`src/rtl/xe11_dma.sv`:
```
`timescale 1ns/1ps
// Unibus NPR master: one ARM-commanded word/byte DATI/DATO cycle per request, status polled or via armintrq.
// Latency: arbitration + DESKEW clocks of address setup + slave response time; TIMEOUT clocks without SSYN gives NXM.
// Backpressure: ARM writes to CMD/STAT and DATA are dropped while busy; software polls busy/done.
//
// Ports: CLOCK/RESET_N (async active-low); ARM register port armwrite/armwaddr/armwdata/armraddr/armrdata/armintrq;
// Unibus side init_in_h, npr/npg, sack, bbsy in/out, msyn/ssyn, a/c/d out, d in.
// Optional feature: define XE11_DMA_AUTOINC_EN to advance the address after each successful transfer.
module xe11_dma #(
    parameter int DESKEW  = 15,
    parameter int TIMEOUT = 1000
) (
    input  logic        CLOCK,
    input  logic        RESET_N,
    input  logic        armwrite,
    input  logic [1:0]  armraddr,
    input  logic [1:0]  armwaddr,
    input  logic [31:0] armwdata,
    output logic [31:0] armrdata,
    output logic        armintrq,
    input  logic        init_in_h,
    output logic        npr_out_h,
    input  logic        npg_in_h,
    output logic        sack_out_h,
    input  logic        bbsy_in_h,
    output logic        bbsy_out_h,
    input  logic        ssyn_in_h,
    output logic        msyn_out_h,
    output logic [17:0] a_out_h,
    output logic [1:0]  c_out_h,
    output logic [15:0] d_out_h,
    input  logic [15:0] d_in_h
);

    localparam int CW = $clog2(DESKEW + TIMEOUT + 2);

    typedef enum logic [2:0] {
        S_IDLE, S_REQ, S_SACK, S_DESKEW, S_MSYN, S_UNSYN, S_RELEASE
    } state_t;

    state_t         state, state_nxt;
    logic [CW-1:0]  cnt;
    logic           busy, done, nxm, initabt;
    logic [1:0]     c_reg;
    logic [17:0]    addr;
    logic [15:0]    data;
    logic           start, w1c, wr_data;
    logic           set_nxm, latch_rd;
    logic           deskew_end, timed_out;

    assign start   = armwrite && (armwaddr == 2'd1) && armwdata[31] && !busy;
    assign w1c     = armwrite && (armwaddr == 2'd1) && armwdata[30] && !busy;
    assign wr_data = armwrite && (armwaddr == 2'd2) && !busy;

    assign deskew_end = (cnt == CW'(DESKEW - 1));
    assign timed_out  = (cnt == CW'(TIMEOUT - 1));

    assign armintrq = done;

    always_comb begin
        armrdata = 32'h0;
        case (armraddr)
            2'd0:    armrdata = 32'h444D1001;
            2'd1:    armrdata = {busy, done, nxm, initabt, 8'h00, c_reg, addr};
            2'd2:    armrdata = {16'h0000, data};
            default: armrdata = 32'h0;
        endcase
    end

    // Bus outputs are decoded from the state register, so an INIT-forced
    // return to IDLE clears every bus line on the following clock.
    always_comb begin
        state_nxt  = state;
        npr_out_h  = 1'b0;
        sack_out_h = 1'b0;
        bbsy_out_h = 1'b0;
        msyn_out_h = 1'b0;
        a_out_h    = 18'h0;
        c_out_h    = 2'b00;
        d_out_h    = 16'h0;
        set_nxm    = 1'b0;
        latch_rd   = 1'b0;

        if (state == S_DESKEW || state == S_MSYN || state == S_UNSYN) begin
            bbsy_out_h = 1'b1;
            a_out_h    = addr;
            c_out_h    = c_reg;
            // Only DATO/DATOB put data on the bus; byte lane placement is software's job.
            d_out_h    = c_reg[1] ? data : 16'h0;
        end

        case (state)
            S_IDLE:    if (start) state_nxt = S_REQ;
            S_REQ: begin
                npr_out_h = 1'b1;
                if (npg_in_h) state_nxt = S_SACK;
            end
            S_SACK: begin
                sack_out_h = 1'b1;
                // Previous master must be fully off the bus before we take it.
                if (!npg_in_h && !bbsy_in_h && !ssyn_in_h) state_nxt = S_DESKEW;
            end
            S_DESKEW:  if (deskew_end) state_nxt = S_MSYN;
            S_MSYN: begin
                msyn_out_h = 1'b1;
                if (ssyn_in_h) begin
                    latch_rd  = !c_reg[1];
                    state_nxt = S_UNSYN;
                end else if (timed_out) begin
                    set_nxm   = 1'b1;
                    state_nxt = S_RELEASE;
                end
            end
            S_UNSYN: begin
                if (!ssyn_in_h) begin
                    state_nxt = S_RELEASE;
                end else if (timed_out) begin
                    set_nxm   = 1'b1;
                    state_nxt = S_RELEASE;
                end
            end
            S_RELEASE: state_nxt = S_IDLE;
            default:   state_nxt = S_IDLE;
        endcase

        if (init_in_h) begin
            state_nxt = S_IDLE;
            set_nxm   = 1'b0;
            latch_rd  = 1'b0;
        end
    end

    // cnt restarts on every state change: it serves as deskew counter and SSYN timeout.
    always_ff @(posedge CLOCK or negedge RESET_N) begin
        if (!RESET_N) begin
            state <= S_IDLE;
            cnt   <= '0;
        end else begin
            state <= state_nxt;
            cnt   <= (state_nxt != state) ? '0 : cnt + 1'b1;
        end
    end

    always_ff @(posedge CLOCK or negedge RESET_N) begin
        if (!RESET_N) begin
            busy    <= 1'b0;
            done    <= 1'b0;
            nxm     <= 1'b0;
            initabt <= 1'b0;
            c_reg   <= 2'b00;
            addr    <= 18'h0;
            data    <= 16'h0;
        end else if (init_in_h) begin
            if (busy) begin
                busy    <= 1'b0;
                done    <= 1'b1;
                initabt <= 1'b1;
            end
        end else begin
            if (start) begin
                c_reg   <= armwdata[19:18];
                addr    <= armwdata[17:0];
                busy    <= 1'b1;
                done    <= 1'b0;
                nxm     <= 1'b0;
                initabt <= 1'b0;
            end else if (w1c) begin
                done    <= 1'b0;
                nxm     <= 1'b0;
                initabt <= 1'b0;
            end
            if (wr_data)  data <= armwdata[15:0];
            if (latch_rd) data <= d_in_h;
            if (set_nxm)  nxm  <= 1'b1;
            if (state == S_RELEASE) begin
                busy <= 1'b0;
                done <= 1'b1;
`ifdef XE11_DMA_AUTOINC_EN
                if (!nxm) addr <= addr + ((c_reg == 2'b11) ? 18'd1 : 18'd2);
`endif
            end
        end
    end

endmodule
```
`config.mk`:
```
export PLATFORM = sky130hd
export DESIGN_NAME = xe11_dma
export DESIGN_NICKNAME = d
export VERILOG_FILES = /design/src/rtl/xe11_dma.sv
export SDC_FILE = /design/constraint.sdc
export NUM_CORES = 1
export LEC_CHECK = 0
export ABC_AREA = 1
export CORE_MARGIN = 2
export CORE_UTILIZATION = 50
export CTS_CLUSTER_DIAMETER = 40
export DETAILED_ROUTE_END_ITERATION = 10
export DONT_BUFFER_PORTS = 1
export PLACE_DENSITY = 0.69
export SYNTH_ARGS = -nofsm -noshare
export SYNTH_HDL_FRONTEND = slang
export SYNTH_SLANG_ARGS = --single-unit
export TNS_END_PERCENT = 50
```
`constraint.sdc`:
```
create_clock -name CLOCK -period 2.26 [get_ports CLOCK]
set_input_delay 0.678 -clock CLOCK [delete_from_list [all_inputs] [get_ports CLOCK]]
set_output_delay 0.678 -clock CLOCK [all_outputs]
set_load 0.02 [all_outputs]
```
==> impl_summary.md <==
Cells and area
The largest register by flop count is addr. In the final layout, the registers with the most flip-flops are addr x18, data x16, cnt x10. The share of cells above drive strength 1 is 0.202. The number of diodes is 0. The final layout contains 526 nets.

After the flow finishes, the layout carries non-filler instances totaling 541. The number of flip-flops in the largest register is 18. Relative to the synthesized area, the layout overhead comes to 20.9%.

Route
The detailed-route via count is ~2800. The final antenna-violating net count is 0. The average routed wire per standard cell is around 14 um. Summed over all layers, the routed wires come to 7.79 mm. Detailed routing placed a total of 3.95 mm of wire on met2. In this run the top signal layer used is met4. The first routing iteration left 162 violations. The per-cell via count in the routed design is 5.24. The total length of routed met3 wires is 562 um.

The remaining design rule violation count is 0. The first-pass iteration count of the detailed router is 4. After detailed routing, the wire length on met1 is 3.21 mm.

Synth
The number of unique standard cell types used by synthesis is 30. The largest total area in the synthesized netlist belongs to sky130_fd_sc_hd__dfrtp_1. Yosys attributes the largest share of cell area to sky130_fd_sc_hd__dfrtp_1 44%, sky130_fd_sc_hd__nor2_1 10%, sky130_fd_sc_hd__inv_1 9.6%. The fraction of the mapped netlist area in compound gates came to 0.159.

Of the total synthesized cell area, the portion taken by XOR and XNOR cells is 0.0144. The mux share of post-synthesis cell area is 0. Of the total synthesized cell area, the portion taken by AND, OR, NAND and NOR gates is 0.236. Of the post-synthesis cell area, the dominant cell type holds 0.436.

During synthesis, Yosys emitted a total of 0 warnings. Synthesis produced a netlist whose cell count is approximately 420. After synthesis the netlist holds a flip-flop and latch count of 53. The sequential fraction of the synthesis area is 0.436. The adder and majority gate portion of the synthesized area is 0.00823. After synthesis, the mean cell area works out to 7.22 sq um. The synthesized area is 3040 sq um.

By area, the combinational part of the netlist is dominated by simple AND/OR/NAND/NOR gates.

Worst setup path
For the worst flop-to-flop path, the logic depth is 13. The worst setup path is of the reg -> out kind. The critical path ends at d_out_h[11]. The required arrival time at the worst endpoint is approximately 1.6 ns. The register-to-register setup slack is 0.26 ns. The element type at the critical path start is a register.

In this run the critical register-to-register path is captured at cnt[8]. The data arrival time of the worst path is 1.64 ns. Of all nets on the critical path, the largest fanout is 8. The element type at the critical path end is a primary output.

In this run the critical register-to-register path is launched from state[0]. The most critical setup path has its startpoint at state[2].

STA
The final count of pins violating max slew is 0. Setup violations remaining at the end of the flow were counted as 16. The number of endpoints with negative hold slack in the final report is 0. Based on the critical path, the design can be clocked at up to 431 MHz. At the pin with the least slew margin, the transition time is 0.684 ns. The final cycle utilization of the critical path is 1.03. Setup repair after global routing could not meet its margin everywhere. The aggregate negative setup slack is -0.576 ns. Across all hold checks on the routed design, the worst slack comes to 0.0548 ns. The worst max-slew margin expressed relative to the limit is 0.543. The final critical-path setup slack is -0.0602 ns. For the final database, setup skew stands at between 0.01 and 0.015 ns.

The worst path in the final design needs a cycle of 2.32 ns, including I/O delays and setup.

Global route
The total congestion overflow is 0. The global-route total usage across every layer is 0.235. The first global-routing pass estimated 12.0 mm of wire. Entering global routing, the biggest net connects 54 pins. The via count of the first global-routing pass is between 2000 and 3000. The number of antenna violations at the first check in global routing is 0.

Die
The number of cell rows is 28. Measured along the y axis, the die boundary spans around 80 um. The overall die area is 6720 sq um.

The initial cell density of the core is 0.517. 132 I/O pins were placed. The area inside the core boundary is 5890 sq um. The die is between 80 and 90 um wide.

Clock tree
The tree built by TritonCTS fans out to 53 sinks. The later-pin clock latency in the skew report is 0.31 ns. In this run the number of H-tree levels came out at 2. The number of buffers on the longest clock path is 2.

The clock slew at the register clock pins of the worst setup and hold paths is 0.10 ns. The number of buffers inserted during clock tree synthesis is 5. The CTS tree is built. The tree is rooted in a sky130_fd_sc_hd__clkbuf_8. The number of buffers added to fix hold violations after cts is 0.

Hold path
The min-delay analysis places its worst path in the category in -> async.

Place
The number of cells after detailed placement is 527. During placement, the flow inserted port buffers numbering 0. The HPWL reported at the end of detailed placement is 5.59 mm. The congestion estimate from routability-driven global placement came to 0.869.

Outcome
The checks that failed: setup timing. The flow ran to the end, but the final reports show violations.

Power
The ratio of total power to cell area is about 660 nW/um^2. The maximum vdd ir drop is 0.338 mV. The leakage power is 1.90 nW.

Flow run
The max-cap check violation count is 0.
layer usage:
layer  track usage  vias to the layer above
li1              -                     1404
met1         0.299                     1314
met2         0.398                      109
met3        0.0451                        7
met4        0.0817                        0
met5             0                        -
critical path: stages, from the launching register on:
cell and delay, ns:
sky130_fd_sc_hd__dfrtp_1 0.40, sky130_fd_sc_hd__inv_2 0.12, sky130_fd_sc_hd__nand3_2 0.09, sky130_fd_sc_hd__inv_2 0.09, sky130_fd_sc_hd__nor2_4 0.04, sky130_fd_sc_hd__nor2_4 0.11
sky130_fd_sc_hd__clkinvlp_4 0.12, sky130_fd_sc_hd__buf_8 0.17, sky130_fd_sc_hd__nor2_4 0.19
repair_timing:
item | 4_1_cts | 5_1_grt
pin swaps | 3 | 4
setup endpoints to repair | 36 | 39
resized for setup | 42 | 3
gates cloned | 1 | 0
buffers inserted | 6 | 1
cells in the mapped netlist (all sizes together):
library cell  count
o221ai            2
xor2              3
nor3              4
clkinv            1
nor2             84
dfrtp            53
a21oi            27
o22ai            17
o211ai            7
nand4             3
buf              11
o21ai            33
or2               2
inv              81
nand2            54
xnor2             2
conb              1
a31oi             1
ha                2
nand3            22
clkbuf           11
stage by stage:
step           area, sq um  utilization  power [mW]  worst slack, ns
4_1_cts               3710        0.630        2.43           -0.151
6_report              3680        0.625        2.43          -0.0602
3_3_place_gp          3390        0.575        1.85           0.0534
3_5_place_dp          3390        0.575        1.88           0.0136
2_1_floorplan         3060            -        1.72         -0.00905
5_1_grt               3680        0.625        2.59           -0.153
area by class of cell:
| cell class | instances | area (sq um) |
|---|---|---|
| Clock inverter | 1 | 7.51 |
| Timing Repair Buffer | 54 | 417 |
| Fill cell | 524 | 2210 |
| Sequential cell | 53 | 1330 |
| Inverter | 82 | 312 |
| Tap cell | 75 | 93.8 |
| Clock buffer | 7 | 76.3 |
| Multi-Input combinational cell | 269 | 1440 |
worst min path at each step:
stage,startpoint,slack [ns],endpoint
global route,RESET_N,0.04,addr[15]
finish,RESET_N,0.05,cnt[6]
detailed placement,RESET_N,0.38,nxm
global placement,RESET_N,0.38,nxm
CTS,RESET_N,0.05,addr[17]
floorplan,RESET_N,0.38,addr[0]
cell usage in the layout, fill, tap and decap left out, drive strengths merged:
master and n:
nand3 22, nand4 3, conb 6, or2 2, nor3 4, dfrtp 53
a31oi 1, clkinvlp 2, clkinv 1, clkbuf 7, o22ai 17, xor2 3
o211ai 7, nand2 54, buf 54, o221ai 2, xnor2 2, inv 80
o21ai 33, a21oi 27, nor2 84, ha 2
report_power, final:
part	internal, mW	switching, mW	total (mW)
clock network	0.220	0.311	0.531
logic	0.242	0.420	0.662
registers	1.13	0.106	1.24
cell families (layout without fill, tap and decap cells):
group	Yosys count	after routing
AND/OR/NAND/NOR	169	169
buffers and inverters	104	144
AO/OA/AOI/OAI	87	87
flip-flops	53	53
XOR/XNOR	5	5
adder cells (fa/ha/maj)	2	2
other	1	6
Power figures use the tool's default switching activity.
